--- src/rtl/rf_wport_arbiter.sv ---
// rtl/rf_wport_arbiter.sv - register-file write-port arbiter merging write-back and queued MDU results
module rf_wport_arbiter #(
  parameter int DEPTH        = 2,
  parameter int STARVE_LIMIT = 4,
  parameter int XLEN         = 32
) (
  input  logic            clk,
  input  logic            rst,
  input  logic            wb_wen,
  input  logic [4:0]      wb_rd,
  input  logic [XLEN-1:0] wb_valD,
  output logic            wb_stall,
  input  logic            mdu_valid,
  input  logic [4:0]      mdu_rd,
  input  logic [XLEN-1:0] mdu_data,
  output logic            mdu_ready,
  output logic            rf_wen,
  output logic [4:0]      rf_waddr,
  output logic [XLEN-1:0] rf_wdata,
  output logic [31:0]     busy_mask
);

  localparam int PW = (DEPTH > 1) ? $clog2(DEPTH) : 1;
  localparam int CW = PW + 1;
  localparam int SW = (STARVE_LIMIT > 1) ? $clog2(STARVE_LIMIT + 1) : 1;

  logic [4:0]      rd_q   [DEPTH];
  logic [XLEN-1:0] data_q [DEPTH];
  logic [PW-1:0]   rptr;
  logic [PW-1:0]   wptr;
  logic [CW-1:0]   count;
  logic [SW-1:0]   starve_cnt;

  logic pipe_req;
  logic fifo_ne;
  logic grant_pipe;
  logic pop;
  logic push;

  // Grant decision: pipeline first unless the queued head has starved long enough.
  // Writes to x0 are never requests, so they are swallowed without blocking the FIFO.
  always_comb begin
    pipe_req   = wb_wen & (wb_rd != 5'd0);
    fifo_ne    = (count != '0);
    wb_stall   = fifo_ne & pipe_req & (starve_cnt == SW'(STARVE_LIMIT));
    grant_pipe = pipe_req & ~wb_stall;
    pop        = ~grant_pipe & fifo_ne;
    mdu_ready  = (count < CW'(DEPTH));
    push       = mdu_valid & mdu_ready & (mdu_rd != 5'd0);
  end

  // FIFO payload storage; contents are only meaningful under count, so no reset.
  always_ff @(posedge clk) begin
    if (push) begin
      rd_q[wptr]   <= mdu_rd;
      data_q[wptr] <= mdu_data;
    end
  end

  // FIFO pointers and occupancy; simultaneous push and pop keep count steady.
  always_ff @(posedge clk) begin
    if (rst) begin
      rptr  <= '0;
      wptr  <= '0;
      count <= '0;
    end else begin
      if (push) wptr <= wptr + 1'b1;
      if (pop)  rptr <= rptr + 1'b1;
      case ({push, pop})
        2'b10:   count <= count + 1'b1;
        2'b01:   count <= count - 1'b1;
        default: count <= count;
      endcase
    end
  end

  // Starvation counter: counts pipeline wins over a waiting head, cleared on pop or when empty.
  always_ff @(posedge clk) begin
    if (rst) begin
      starve_cnt <= '0;
    end else if (!fifo_ne || pop) begin
      starve_cnt <= '0;
    end else if (grant_pipe && (starve_cnt != SW'(STARVE_LIMIT))) begin
      starve_cnt <= starve_cnt + 1'b1;
    end
  end

  // Registered write port; address and data hold their last value when idle.
  always_ff @(posedge clk) begin
    if (rst) begin
      rf_wen   <= 1'b0;
      rf_waddr <= 5'd0;
      rf_wdata <= '0;
    end else begin
      rf_wen <= grant_pipe | pop;
      if (grant_pipe) begin
        rf_waddr <= wb_rd;
        rf_wdata <= wb_valD;
      end else if (pop) begin
        rf_waddr <= rd_q[rptr];
        rf_wdata <= data_q[rptr];
      end
    end
  end

  // Pending-write mask: one-hot of rd over every occupied slot from the head onward.
  always_comb begin
    busy_mask = '0;
    for (int k = 0; k < DEPTH; k++) begin
      if (CW'(k) < count) begin
        busy_mask[rd_q[rptr + PW'(k)]] = 1'b1;
      end
    end
    busy_mask[0] = 1'b0;
  end

endmodule

--- config.mk ---
export PLATFORM = sky130hd
export DESIGN_NAME = rf_wport_arbiter
export DESIGN_NICKNAME = d
export VERILOG_FILES = /design/src/rtl/rf_wport_arbiter.sv
export SDC_FILE = /design/constraint.sdc
export NUM_CORES = 1
export LEC_CHECK = 0
export ABC_AREA = 1
export BUFFER_PORTS_ARGS = -buffer_cell sky130_fd_sc_hd__buf_2
export CAP_MARGIN = 20
export CORE_MARGIN = 2
export CORE_UTILIZATION = 53
export DETAILED_ROUTE_END_ITERATION = 12
export PLACE_DENSITY = 0.8
export SETUP_SLACK_MARGIN = 0.3
export SYNTH_ARGS = -nofsm -noshare
export SYNTH_HDL_FRONTEND = slang
export SYNTH_SLANG_ARGS = --single-unit
--- constraint.sdc ---
create_clock -name clk -period 3.5 [get_ports clk]
set_input_delay 0.35 -clock clk [delete_from_list [all_inputs] [get_ports clk]]
set_output_delay 0.35 -clock clk [all_outputs]
set_load 0.01 [all_outputs]
Word level (Yosys, flattened, before mapping)
Memory sizes are Yosys's and may differ from the RTL's. A register that Yosys moved wholly into a read port is not among the register bits. Index checks and enable logic that the tools add are counted. W data, S select, Z words.

Memories: 2. Memory bits (writable): 74. Logic and storage cells: 64. Flip-flop bits (word level): 45.

Memories: data_q (depth 2, width 32, rd ports 1, clocked after Yosys merged registers in 1, write ports 1, line 28) `logic [XLEN-1:0] data_q [DEPTH];`; rd_q (depth 2, width 5, rd ports 2, clocked after Yosys merged registers in 1, write ports 1, line 27) `logic [4:0] rd_q [DEPTH];`.

Muxes and demuxes: 17. Bitwise logic cells: 11. Equal/unequal tests: 4. Reductions and logical operators: 11. Order comparisons: 7. $add $sub $neg: 5.

Operator list (count): $mux W32 (4); $or A32 B32 Y32 (1); $lt A5 B6 Y1 const B (2); $demux W1 S5 (2); $ge A5 B1 Y1 const B (2); $mux W5 (2); $reduce_bool A5 Y1 (2); $mux W1 (8); $and A1 B1 Y1 (7); $reduce_bool A2 Y1 (3); $lt A1 B2 Y1 const A (2); $pmux W2 S2 (1); $add A3 B1 Y3 const B (1); $eq A3 B3 Y1 const B (1); $logic_and A1 B1 Y1 (3); $ne A3 B3 Y1 const B (1); $add A1 B1 Y1 const B (2); $add A2 B1 Y2 const B (1); $eq A2 B1 Y1 const B (1); $eq A2 B2 Y1 const B (1); $lt A2 B2 Y1 const B (1); $not A1 Y1 (2); $reduce_or A2 Y1 (1); $sub A2 B1 Y2 const B (1); other kinds (3) (3).

Longest topological paths before layout
Word-level depth: 10. Depth in mapped cells: 12. Gate-level depth less buffers: 11.

Worst setup path after synthesis
Ideal clock, no wire load.

Path type: flip-flop to flip-flop. Start point: reg count[1]. End point: mem data_q[0][0] (enable). Path buffers: 0. Cell stages (with the launch flop): 4. Path slack: 0.863 ns. Data arrival time: 2.205 ns. Library setup time: 0.431 ns. Cells stage by stage: dfxtp_1 -> inv_1 -> nand3_1 -> nor2_1.

Cells in the longest elaborated chain, start to end: 5.

RTL lines: start: declaration (line 31) `logic [CW-1:0] count;`; start signal: assignment (line 70) `2'b10: count <= count + 1'b1;`; start signal: assignment (line 71) `2'b01: count <= count - 1'b1;`; start signal: assignment (line 72) `default: count <= count;`; $lt A2 B2 Y1 (line 48) `mdu_ready = (count < CW'(DEPTH));`; net mdu_ready (line 16) `output logic mdu_ready,`; $and A1 B1 Y1 (2 in a row) (line 49) `push = mdu_valid & mdu_ready & (mdu_rd != 5'd0);`; $mux W1 (line 54) `if (push) begin`; $mux W1 (not written as such) (line 56) `data_q[wptr] <= mdu_data;`; end: declaration (line 28).

The timed path passes the listed nets, and every way through them passes these cells.

Final worst setup path
Start point: reg count[1]. End point: reg count[0].

Cells in the longest elaborated chain, start to end: 9. Elaborated cells on any way between the ends: 14.

RTL lines: $reduce_bool A2 Y1 (*) (line 44) `fifo_ne = (count != '0);`; $and A1 B1 Y1 (2 in a row) (line 45) `wb_stall = fifo_ne & pipe_req & (starve_cnt == SW'(STARVE_LIMIT));`; $not A1 Y1 (line 46) `grant_pipe = pipe_req & ~wb_stall;`; $and A1 B1 Y1 (line 46); $not A1 Y1 (line 47) `pop = ~grant_pipe & fifo_ne;`; $and A1 B1 Y1 (*) (line 47); net pop (line 37) `logic pop;`; $eq A2 B1 Y1 / $eq A2 B2 Y1 (equally long branches) (line 69) `case ({push, pop})`; $pmux W2 S2 / $reduce_bool A2 Y1 (equally long branches).

The timed path passes the listed nets; every way through them passes the cells marked *. A chain may end at the register's enable or synchronous reset.

==> impl_metrics.csv <==
group,metric,value,unit
clock_network,clk_pin_slew_worst_paths,0.06,ns
synth,yosys_warnings,0,
floorplan,design.die.area,11400,sq um
run,drv_cap,0,
hold_path,min_from,"mdu_data[26]",
timing,final-max-slew-violation-count,0,
layout,diodes,0,
worst_setup_path,worstPathArrival,3.25,ns
worst_setup_path,crit_path_end_kind,"register",
synth,synthDistinctLibCells,36,
hold_path,min_path_cells,1,
synth,yosys.area.top_type_share,39.7,%
worst_setup_path,timing.rr.start,"count[1]",
clock_network,clock-sinks,120,
clock_network,cts_resized,0,
hold_path,hp-class,"primary input to register",
synth,syn_area,5600,sq um
synth,netlist_top_cells_count,"nand2_1 (154), nand3_1 (90), edfxtp_1 (74)",
route,via_per_inst,5.43,
synth,ys.flop_type,"edfxtp_1",
layout,fill_cells,804,
synth,syn_inst,635,
route,first_pass_iters,7,
global_route,grt_pass1_vias,4850,
clock_network,root_buffer,"clkbuf_8",
worst_setup_path,path_buf_inv,3,
worst_setup_path,critical_path.max_stage_delay,0.53,ns
clock_network,cts_made_buffers,17,
place,port_buffers,148,
power_and_ir_drop,power_frac_seq,36.8,%
worst_setup_path,cp_data_required_time,3.89,ns
worst_setup_path,crit_path_start,"count[1]",
worst_setup_path,path_class,"register to register",
place,dp_hpwl,9.52,mm
timing,final-setup-viol-count,0,
power_and_ir_drop,switchingPower,0.00170,W
worst_setup_path,worstSetupStartpointType,"register",
worst_setup_path,slowest_stage,"nand3_4",
worst_setup_path,worst_path_dominant_cell_family,"simple AND/OR/NAND/NOR gates",
route,remaining_drc_errors,0,
timing,finalClockSkew,0.0108,ns
floorplan,core-area,10300,sq um
worst_setup_path,r2r_cells,10,
outcome,status,"complete, no violations",
route,dr_total_vias,5020,
layout,multiInputGateArea,2060,sq um
timing,hold_viol,0,
synth,yosys_register_bits,120,
clock_network,cts_setup_buffers,0,
worst_setup_path,path_cells,"inv_1 > ha_1 > inv_4 > nand3_4 > nand3_4 > nand2_1 > inv_1 > ha_1 > o21ai_0 > a21oi_1",
worst_setup_path,r2r_slack,0.64,ns
power_and_ir_drop,swShare,33.6,%
place,routabilityCongestion,0.909,
worst_setup_path,crit_cells,10,
route,ant_nets,0,
power_and_ir_drop,comb_power_share,27.7,%
synth,synth_area_leaders,"edfxtp_1 (40%), dfxtp_1 (16%), nand2_1 (10%)",
layout,final_net_count,858,
power_and_ir_drop,power.internal,0.00334,W
worst_setup_path,crit_path_max_fanout,36,
power_and_ir_drop,vdd_ir_drop_max,0.397,mV
synth,synth_edf_count,74,
floorplan,start_util,54.5,%
layout,seq_area,3140,sq um
timing,period_share,81.8,%
power_and_ir_drop,fin_total_pwr,0.00504,W
clock_network,tritoncts,"yes",
synth,synth_nets,718,
power_and_ir_drop,leakagePower,3.25,nW
clock_network,cts_max_level,4,
global_route,grt_usage,25.5,%
synth,syn_avg_cell_area,8.82,sq um
floorplan,die_h,107,um
synth,ys_async_sr_fraction,0,%
clock_network,cts_buffer_depth,2,
timing,fin_setup_tns,0,ns
power_and_ir_drop,power.density,715,nW/um^2
timing,tightest_slew,0.708,ns
power_and_ir_drop,clock_power_share,35.4,%
layout,syn2layout_area_growth,25.8,%
timing,fmax,349,MHz
timing,rsz0062_at_grt,"no",
floorplan,std_cell_rows,37,
global_route,grt_max_degree,40,
synth,ys_seq_area_share,56.1,%
layout,drive_gt1_share,27.3,%
route,routed_wirelength,14.5,mm
global_route,overflow,0,
route,avgRoutedWirePerCell,15.7,um
clock_network,clk_latency,0.52,ns
floorplan,die_w,107,um
timing,fin_crit,2.86,ns
global_route,grt_pass1_wl,22.6,mm
timing,relSlewSlack,52.7,%
synth,synth.most_common_cell,"nand2_1",
floorplan,io_pins,150,
global_route,antenna_found_initial,0,
synth,synth_top_area_cell,"edfxtp_1",
clock_network,hold_buffers,0,
route,first_iter_violations,507,
per-layer routing:
metal  global-route usage, %  wire [um]  vias up
li1                        -          -     2405
met5                       0          0        -
met4                    10.7        349        0
met2                    42.9       7090      255
met3                    6.08       1120       32
met1                    31.6       5970     2328
logic make-up after synthesis:
kind of cell	share of synthesized area, %
XOR/XNOR	0.313
other	0.0669
AO/OA/AOI/OAI	7.46
flip-flops	56.1
buffers and inverters	7.32
AND/OR/NAND/NOR	27.6
adder cells (fa/ha/maj)	1.12
layout make-up:
cell class                 count  area share [%]
sequential                   120            44.6
timing repair buffer         152            11.5
clock inverter                14            2.82
tap                          136            2.41
inverter                      63            3.43
multi-input combinational    421            29.3
clock buffer                  18            5.93
worst paths after layout:
| path | to |
|---|---|
| worst max-delay path | count[0] |
| worst max register to register | count[0] |
| worst min register to register | rf_wdata[20] |
| worst min-delay path | data_q[1][26] |
registers in the layout, indices dropped and copies added (netlist names), named ones only:
signal      cells
rd_q           10
rf_wdata       32
rf_waddr        5
starve_cnt      3
wptr            1
count           2
data_q         64
rptr            1
rf_wen          1
power by group through the flow:
stage / sequential [W] / clock (W) / combinational, W
2_1_floorplan: 0.00190 / 0 / 0.000906
3_3_place_gp: 0.00188 / 0 / 0.00128
3_5_place_dp: 0.00188 / 0 / 0.00134
4_1_cts: 0.00186 / 0.00180 / 0.00135
5_1_grt: 0.00188 / 0.00187 / 0.00154
6_report: 0.00186 / 0.00179 / 0.00140
cell usage in the layout (no fill, tap or decap), types with 3 or more instances in the layout:
cell | synthesis | final
buf_2 | 15 | 148
bufinv_16 | 0 | 4
clkbuf_16 | 0 | 16
clkinv_4 | 0 | 5
clkinvlp_4 | 0 | 3
dfxtp_1 | 46 | 45
edfxtp_1 | 74 | 74
ha_1 | 5 | 5
inv_1 | 55 | 55
inv_2 | 6 | 6
nand2_1 | 154 | 154
nand3_1 | 90 | 90
nand4_1 | 18 | 18
nor2_1 | 61 | 59
nor2_2 | 6 | 6
nor2_4 | 1 | 3
nor3_4 | 3 | 3
o211ai_1 | 3 | 3
o21a_1 | 3 | 3
o21ai_0 | 31 | 31
o21ai_1 | 25 | 25
o21ai_2 | 5 | 5
metrics by stage:
step                cell area (sq um)  util, %  hold slack (ns)  worst slack, ns  std cells
floorplan                        5600        -            0.417            0.863        635
global placement                 6380     62.0            0.428            0.911        890
detailed placement               6380     62.0            0.440            0.778        890
CTS                              6990     68.0          0.00653            0.688        922
global route                     7050     68.6          0.00169            0.380        924
finish                           7050     68.6           0.0201            0.638        924
No activity file was read; power rests on OpenSTA's default activity.
